### config.mk
export PLATFORM = sky130hd
export DESIGN_NAME = prio_enc_arb
export DESIGN_NICKNAME = d
export VERILOG_FILES = /design/src/rtl/prio_enc_arb.sv
export SDC_FILE = /design/constraint.sdc
export NUM_CORES = 1
export LEC_CHECK = 0
export CAP_MARGIN = 40
export CELL_PAD_IN_SITES_DETAIL_PLACEMENT = 2
export CELL_PAD_IN_SITES_GLOBAL_PLACEMENT = 2
export CORE_MARGIN = 5
export CORE_UTILIZATION = 22
export CTS_CLUSTER_DIAMETER = 200
export CTS_CLUSTER_SIZE = 30
export DETAILED_ROUTE_END_ITERATION = 8
export PLACE_DENSITY = 0.78
export SYNTH_ARGS = -nofsm -noshare
export SYNTH_HDL_FRONTEND = slang
export SYNTH_SLANG_ARGS = --single-unit
### constraint.sdc
create_clock -name clk -period 2.39 [get_ports clk]
set_input_delay 0.478 -clock clk [delete_from_list [all_inputs] [get_ports clk]]
set_output_delay 0.478 -clock clk [all_outputs]
set_load 0.02 [all_outputs]
### src/rtl/prio_enc_arb.sv
// Registered priority encoder / arbiter: sticky pending bits, fixed or round-robin
// selection, and one granted index at a time on a valid/ready output.
module prio_enc_arb #(
   parameter int unsigned OUTW = 4,
   parameter int unsigned RR   = 0
) (
   input  logic                     clk,
   input  logic                     rst_n,
   input  logic [(1 << OUTW)-1:0]   req,
   input  logic [(1 << OUTW)-1:0]   mask,
   input  logic                     clr,
   output logic                     out_valid,
   input  logic                     out_ready,
   output logic [OUTW-1:0]          out_idx,
   output logic [(1 << OUTW)-1:0]   pend
);

   localparam int unsigned N = 1 << OUTW;

   logic [N-1:0]    pend_q, pend_d;
   logic            out_valid_q, out_valid_d;
   logic [OUTW-1:0] out_idx_q, out_idx_d;
   logic [OUTW-1:0] ptr_c;
   logic            hs_c;
   logic            load_c;
   logic [N-1:0]    grant_oh_c;
   logic [N-1:0]    elig_c;
   logic [OUTW-1:0] sel_idx_c;
   logic            sel_found_c;
   logic [OUTW-1:0] cand_c;

   assign hs_c       = out_valid_q & out_ready;
   assign grant_oh_c = hs_c ? (N'(1) << out_idx_q) : '0;
   assign elig_c     = pend_q & mask & ~grant_oh_c;
   assign load_c     = clr | ~out_valid_q | hs_c;

   // Scan from the pointer with wrap; a zero pointer gives plain lowest-index priority.
   always_comb begin
      sel_found_c = 1'b0;
      sel_idx_c   = '0;
      cand_c      = '0;
      for (int unsigned off = 0; off < N; off++) begin
         cand_c = ptr_c + OUTW'(off);
         if (!sel_found_c && elig_c[cand_c]) begin
            sel_found_c = 1'b1;
            sel_idx_c   = cand_c;
         end
      end
   end

   // Pending bits: a new request wins over the clear from a same-cycle grant.
   always_comb begin
      pend_d = pend_q;
      if (clr) begin
         pend_d = '0;
      end else begin
         pend_d = req | (pend_q & ~grant_oh_c);
      end
   end

   // Presented grant is frozen while stalled; reloads on clear, idle, or handshake.
   always_comb begin
      out_valid_d = out_valid_q;
      out_idx_d   = out_idx_q;
      if (load_c) begin
         out_valid_d = ~clr & sel_found_c;
         if (sel_found_c) begin
            out_idx_d = sel_idx_c;
         end
      end
   end

   always_ff @(posedge clk or negedge rst_n) begin
      if (!rst_n) begin
         pend_q      <= '0;
         out_valid_q <= 1'b0;
         out_idx_q   <= '0;
      end else begin
         pend_q      <= pend_d;
         out_valid_q <= out_valid_d;
         out_idx_q   <= out_idx_d;
      end
   end

   if (RR != 0) begin : g_rr
      logic [OUTW-1:0] ptr_q, ptr_d;

      // Rotate past the index just accepted so it becomes lowest priority.
      always_comb begin
         ptr_d = ptr_q;
         if (clr) begin
            ptr_d = '0;
         end else if (hs_c) begin
            ptr_d = out_idx_q + OUTW'(1);
         end
      end

      always_ff @(posedge clk or negedge rst_n) begin
         if (!rst_n) begin
            ptr_q <= '0;
         end else begin
            ptr_q <= ptr_d;
         end
      end

      assign ptr_c = ptr_q;
   end else begin : g_fixed
      assign ptr_c = '0;
   end

   assign pend      = pend_q;
   assign out_valid = out_valid_q;
   assign out_idx   = out_idx_q;

endmodule

# == Word level (Yosys, flattened, before mapping) ==
# Cells that the tools add are included.
# op_classes
add_sub_neg,0
n_mul,0
div_mod_pow,0
order_cmp,0
eq_ne,0
shift,1
muxes,33
bitwise,11
n_reduce_logical,31
# op_table
operator,count
$and A16 B16 Y16,3
$mux W16,2
$mux W4,8
$mux W1,17
$not A16 Y16,1
$or A16 B16 Y16,1
$shl A1 B4 Y16 const A,1
$logic_and A1 B1 Y1,15
$logic_not A1 Y1,15
$mux W3,4
$mux W2,2
$and A1 B1 Y1,2
$not A1 Y1,2
$or A1 B1 Y1,2
$reduce_and A2 Y1,1
# word_totals
reg_bits,21
latchBits,0
mem_bits_rw,0
rom_bits,0
inputBits,36
out_inout_bits,21
word_cells,79
memories,0

# == Longest topological paths before layout ==
# logic_depth
word_depth,51
depth_mapped,7
ltp_nobuf,6

# == Worst setup path before layout ==
# Ideal clock, no wire load.
# synth_timing
path_type,flip-flop to flip-flop
from,"reg out_idx_q[0], in the netlist out_idx[0]"
to,"reg out_idx_q[0], in the netlist out_idx[0]"
setup_time_ps,88
arrival_ps,1834
required_time_ps,2302
slack_ps,467
stages_incl_launch_ff,8
path_buffers,1
synth_period_minus_slack_ps,1923
cell_sequence,dfrtp_1 and4bb_1 buf_6 a21oi_4 nor4_4 nand4_2 a211o_1 a41oi_1
# synth_between
elab_chain_len,51
word_cells_on_any_way,66
cone_classes,shift (1); mux (32); bitwise (2); reduce/logical (31)
# synth_lines
element,line,source
start: declaration,22,"logic [OUTW-1:0] out_idx_q, out_idx_d;"
start signal: assignment,81,out_idx_q <= out_idx_d;
$shl A1 B4 Y16 (*),33,assign grant_oh_c = hs_c ? (N'(1) << out_idx_q) : '0;
$mux W16 (*),33,
$not A16 Y16 (*),34,assign elig_c = pend_q & mask & ~grant_oh_c;
$and A16 B16 Y16 (*),34,
$mux W1,44,if (!sel_found_c && elig_c[cand_c]) begin
$logic_not A1 Y1,44,
$logic_and A1 B1 Y1,44,
$mux W1,44,
(+35 left out),--,
$mux W1,44,
$logic_not A1 Y1,44,
$logic_and A1 B1 Y1,44,
$mux W1,44,
$logic_not A1 Y1,44,
$logic_and A1 B1 Y1,44,
$mux W1,44,
$reduce_and A2 Y1 (no source line),--,
# Every way passes the cells marked *; elsewhere a longest branch is shown, timed or not.
# A chain may end at the register's enable or synchronous reset.

# == Final worst setup path ==
# layout_timing
from,in out_ready
to,"reg out_idx_q[2], in the netlist out_idx[2]"
# layout_between
elab_chain_len,51
word_cells_on_any_way,64
cone_classes,mux (29); bitwise (4); reduce/logical (31)
# layout_lines
element,line,source
start: declaration,13,"input logic out_ready,"
$and A1 B1 Y1 (*),32,assign hs_c = out_valid_q & out_ready;
$mux W16,33,
$not A16 Y16,34,
$and A16 B16 Y16,34,
$mux W1,44,
$logic_not A1 Y1,44,
$logic_and A1 B1 Y1,44,
$mux W1,44,
(+35 left out),--,
$mux W1,44,
$logic_not A1 Y1,44,
$logic_and A1 B1 Y1,44,
$mux W1,44,
$logic_not A1 Y1,44,
$logic_and A1 B1 Y1,44,
$mux W1,44,
$reduce_and A2 Y1 (no source line),--,
# Marked as above.

==> results.md <==
- The detail route stage leaves a number of antenna-violating nets equal to 0.
- The TritonCTS clock tree is built.
- The number of storage elements in the synthesis netlist is 21.
- After synthesis, the netlist uses 37 different library cells.
- The count of yosys warnings during synthesis is 0.
- A synthesized cell averages 8.14 um^2.
- The critical path is of the input pin to flip-flop type.
- The final period demand of the worst path is 2.26 ns.
- Once the floorplan was initialized, standard cells occupied 22.9% of the core.
- By area the synthesized netlist is led by dfrtp_1 41%, a21oi_1 11%, nand2_1 7.3%, nor2_1 6.2%, a31oi_1 2.9%.
- The post-route fraction of the period consumed by the critical path is 94.5%.
- On the worst path, the slowest cell contributes a delay of 0.52 ns.
- The synthesized instance count is 157.
- Once layout is complete, the cells apart from fillers number 312.
- The number of ports placed on the die boundary is 57.
- Summing all placed instances gives a cell area of 2120 um^2.
- Across the VDD grid, the largest voltage drop is 0.162 mV.
- The area of the mapped netlist is 1280 um^2.
- The number of global-route vias before repair was 1744.
- The net count of the finished layout is 277.
- The cell taking the most area after synthesis is dfrtp_1.
- The number of gates resized after CTS was 0.
- The number of placed instances, taps included is 308.
- Entering global routing, the biggest net connects 22 pins.
- The number of antenna violations at the first check in global routing is 0.
- After detailed routing, the average wire length per cell comes to 17.3 um.
- The total wire length is 5.41 mm.
- The number of diodes added for antenna fixing is 0.
- The number of setup buffers added after CTS is 0.
- The leakage power total is 0.912 nW.
- The cell with the most instances on the worst path is buf_4.
- The hold-fix buffer count after cts is 0.
- The post-route cell area is 2190 um^2.
- The weighted congestion reported at the end of routability-driven placement is 0.851.
- Among all flip-flop cells after synthesis, the most frequent one is dfrtp_1.
- Data on the critical path arrives at its endpoint at 2.41 ns.
- Counting every net in the synthesized netlist gives 193.
- Setup repair after global routing left no endpoint under its margin.
- The root buffer cell is clkbuf_8.
- The wire length of the first global-routing pass is 8.70 mm.
- In the routed layout, each cell is associated on average with a via count of 4.79.
- The total CTS buffers is 3.
- The floorplan step defined a core boundary enclosing 5570 um^2.
- The maximum fanout along the worst path is 6.
- The highest attainable clock frequency is 443 MHz.
- In this run the tightest slew margin relative to its limit is 74.8%.
- For the pin with the worst max-slew slack, the measured transition is 0.377 ns.
- The power density over the cells is 530 nW/um^2.
- The detailed router placed 1493 vias in this run.
- The sequential element share of the synthesized area is 41.1%.
- Clock tree synthesis found a total of 21 sinks.
- Counting instances, the worst hold path has a depth of 2.
- The critical path's slowest cell is clkdlybuf4s50_1.
- Fill cells in the final layout number 641.
- The residual DRC count is 0.
- The final count of negative-setup-slack endpoints is 0.
- The min-delay analysis places its worst path in the category flip-flop to flip-flop.
- The final number of hold-violating endpoints is 0.
- STA classifies the critical path startpoint as an input pin.
- The share of the synthesized area in the top cell type is 41.1%.
- The deepest clock path buffer count is 2.
- The total half-perimeter wirelength after legalization and detailed placement is 4.18 mm.
- The clock-pin slew of the registers on the worst-case setup and hold paths is 0.08 ns.
- Across the run, the number of max-cap violations was 0.
- The critical path goes through clkdlybuf4s50_1 -> and4bb_1 -> buf_4 -> a21oi_4 -> nor4_4 -> buf_4 -> nand3_1 -> o21ai_1 -> a22oi_1.
- The overall overflow remaining after global route is 0.
- The global-route usage over all layers is 14.8%.
- The die extent in y is 86.2 um.
- The flow ran to the end, and the final reports show no timing, DRC or antenna violations.
- The first-iteration detailed-routing DRC count is 53.
- Counting cells, the worst reg-to-reg path comes to 8.
- The count of buffers added on input and output ports is 56.
- The final count of pins violating max slew came to 0.
- The share of cells above drive strength 1 is 19.6%.
- The later pin in the worst-skew pair is clocked with a latency of 0.26 ns.
- The clock arrives with 0.00347 ns of skew.
- The area growth from synthesis to layout is 71.2%.
- Measured along the x axis, the die boundary spans 86.2 um.
- Before antenna repair, the detailed router went through 4 iterations.
- Row generation in the floorplan step produced 27 rows.
- The area enclosed by the die boundary is 7430 um^2.
- The number of synthesized flops with an enable pin is 0.
- The endpoint required time on the critical path is 2.54 ns.
- The count of H-tree levels built during CTS is 1.
- STA classifies the critical path endpoint as a flip-flop.
- The async set-reset flop share out of synthesis is 100%.
==> critical path: cells and delay by family <==
family	cells	cell delay (ns)
and+or+nand+nor	3	0.67
buffers and inverters	3	0.87
AOI/OAI and AO/OA	3	0.38
==> cell usage after synthesis (2+ instances only) <==
cell and instances:
a21oi_1 28, a22oi_1 3, a31oi_1 6, and2_1 3, and4b_1 2, buf_2 4, clkbuf_1 4, dfrtp_1 21
inv_1 4, nand2_1 25, nand3_1 7, nor2_1 21, o21ai_0 3, o21bai_1 3
==> layout make-up <==
cell class,count,area (um^2),area share [%]
clock buffer,4,45.0,2.06
inverter,4,15.0,0.686
multi-input combinational,122,703,32.2
sequential,21,526,24.0
tap,72,90.1,4.12
timing repair buffer,89,808,37.0
==> report_power, final <==
group          internal [mW]  total (mW)  switching [mW]
Sequential             0.390       0.442          0.0516
Clock                  0.119       0.244           0.125
Combinational          0.235       0.473           0.237
==> flip-flops by register name, summed over array words and instances, names as in the netlist <==
register   cells
out_idx        4
out_valid      1
pend          16
==> metrics by stage <==
stage	util, %	hold WS [ns]	setup slack (ns)	setup TNS, ns	total power, mW
2_1_floorplan	-	0.182	0.467	0	0.655
3_3_place_gp	38.1	0.514	-0.0828	-0.215	0.899
3_5_place_dp	38.1	0.537	-0.155	-0.593	0.916
4_1_cts	38.9	0.559	0.0372	0	1.17
5_1_grt	39.2	0.595	0.0245	0	1.23
6_report	39.2	0.555	0.131	0	1.16
==> placed cells by master, fill, tap and decap left out <==
master,n
clkbuf_1,1
o21ai_1,1
nand4b_1,1
buf_4,33
a31oi_2,4
and2_1,3
a21oi_4,1
o31ai_1,1
nor3b_1,1
o21ai_0,3
nand2b_1,1
nor2_1,21
a41oi_1,1
nor2b_1,1
dfrtp_1,21
and4b_2,1
nand4_2,1
and3_1,1
a21oi_2,1
and2b_1,1
inv_1,4
a211o_1,1
clkdlybuf4s50_1,56
a31oi_1,3
o21bai_1,3
or3b_2,1
nor4_4,1
a21oi_1,28
nand3_1,7
nand3b_1,1
o32ai_1,1
and4b_1,1
nor2_4,1
and4bb_1,1
nand4_1,1
a22oi_1,3
nand2_1,25
clkbuf_8,3
==> kinds of logic after synthesis <==
group	share of synthesized area [%]
and+or+nand+nor	28.9
buffers and inverters	5.39
AOI/OAI and AO/OA	24.6
DFF	41.1
==> worst paths after layout <==
| path | start | endpoint | slack (ns) |
|---|---|---|---|
| max | out_ready | out_idx[2] | 0.13 |
| min | pend[2] | pend[2] | 0.55 |
| max reg2reg | out_idx[0] | out_idx[2] | 0.30 |
| min reg2reg | pend[2] | pend[2] | 0.55 |
| max in group asynchronous | rst_n | out_idx[0] | 1.58 |
| min in group asynchronous | rst_n | pend[11] | 0.57 |
==> routing by layer <==
| layer | up-vias | wire length [um] | track usage [%] |
|---|---|---|---|
| met2 | 40 | 2740 | 26.7 |
| li1 | 719 | - | - |
| met3 | 7 | 295 | 2.95 |
| met5 | - | 0 | 0 |
| met4 | 0 | 66 | 3.82 |
| met1 | 727 | 2310 | 18.0 |
Note: power is estimated with default switching activity, not from simulation.
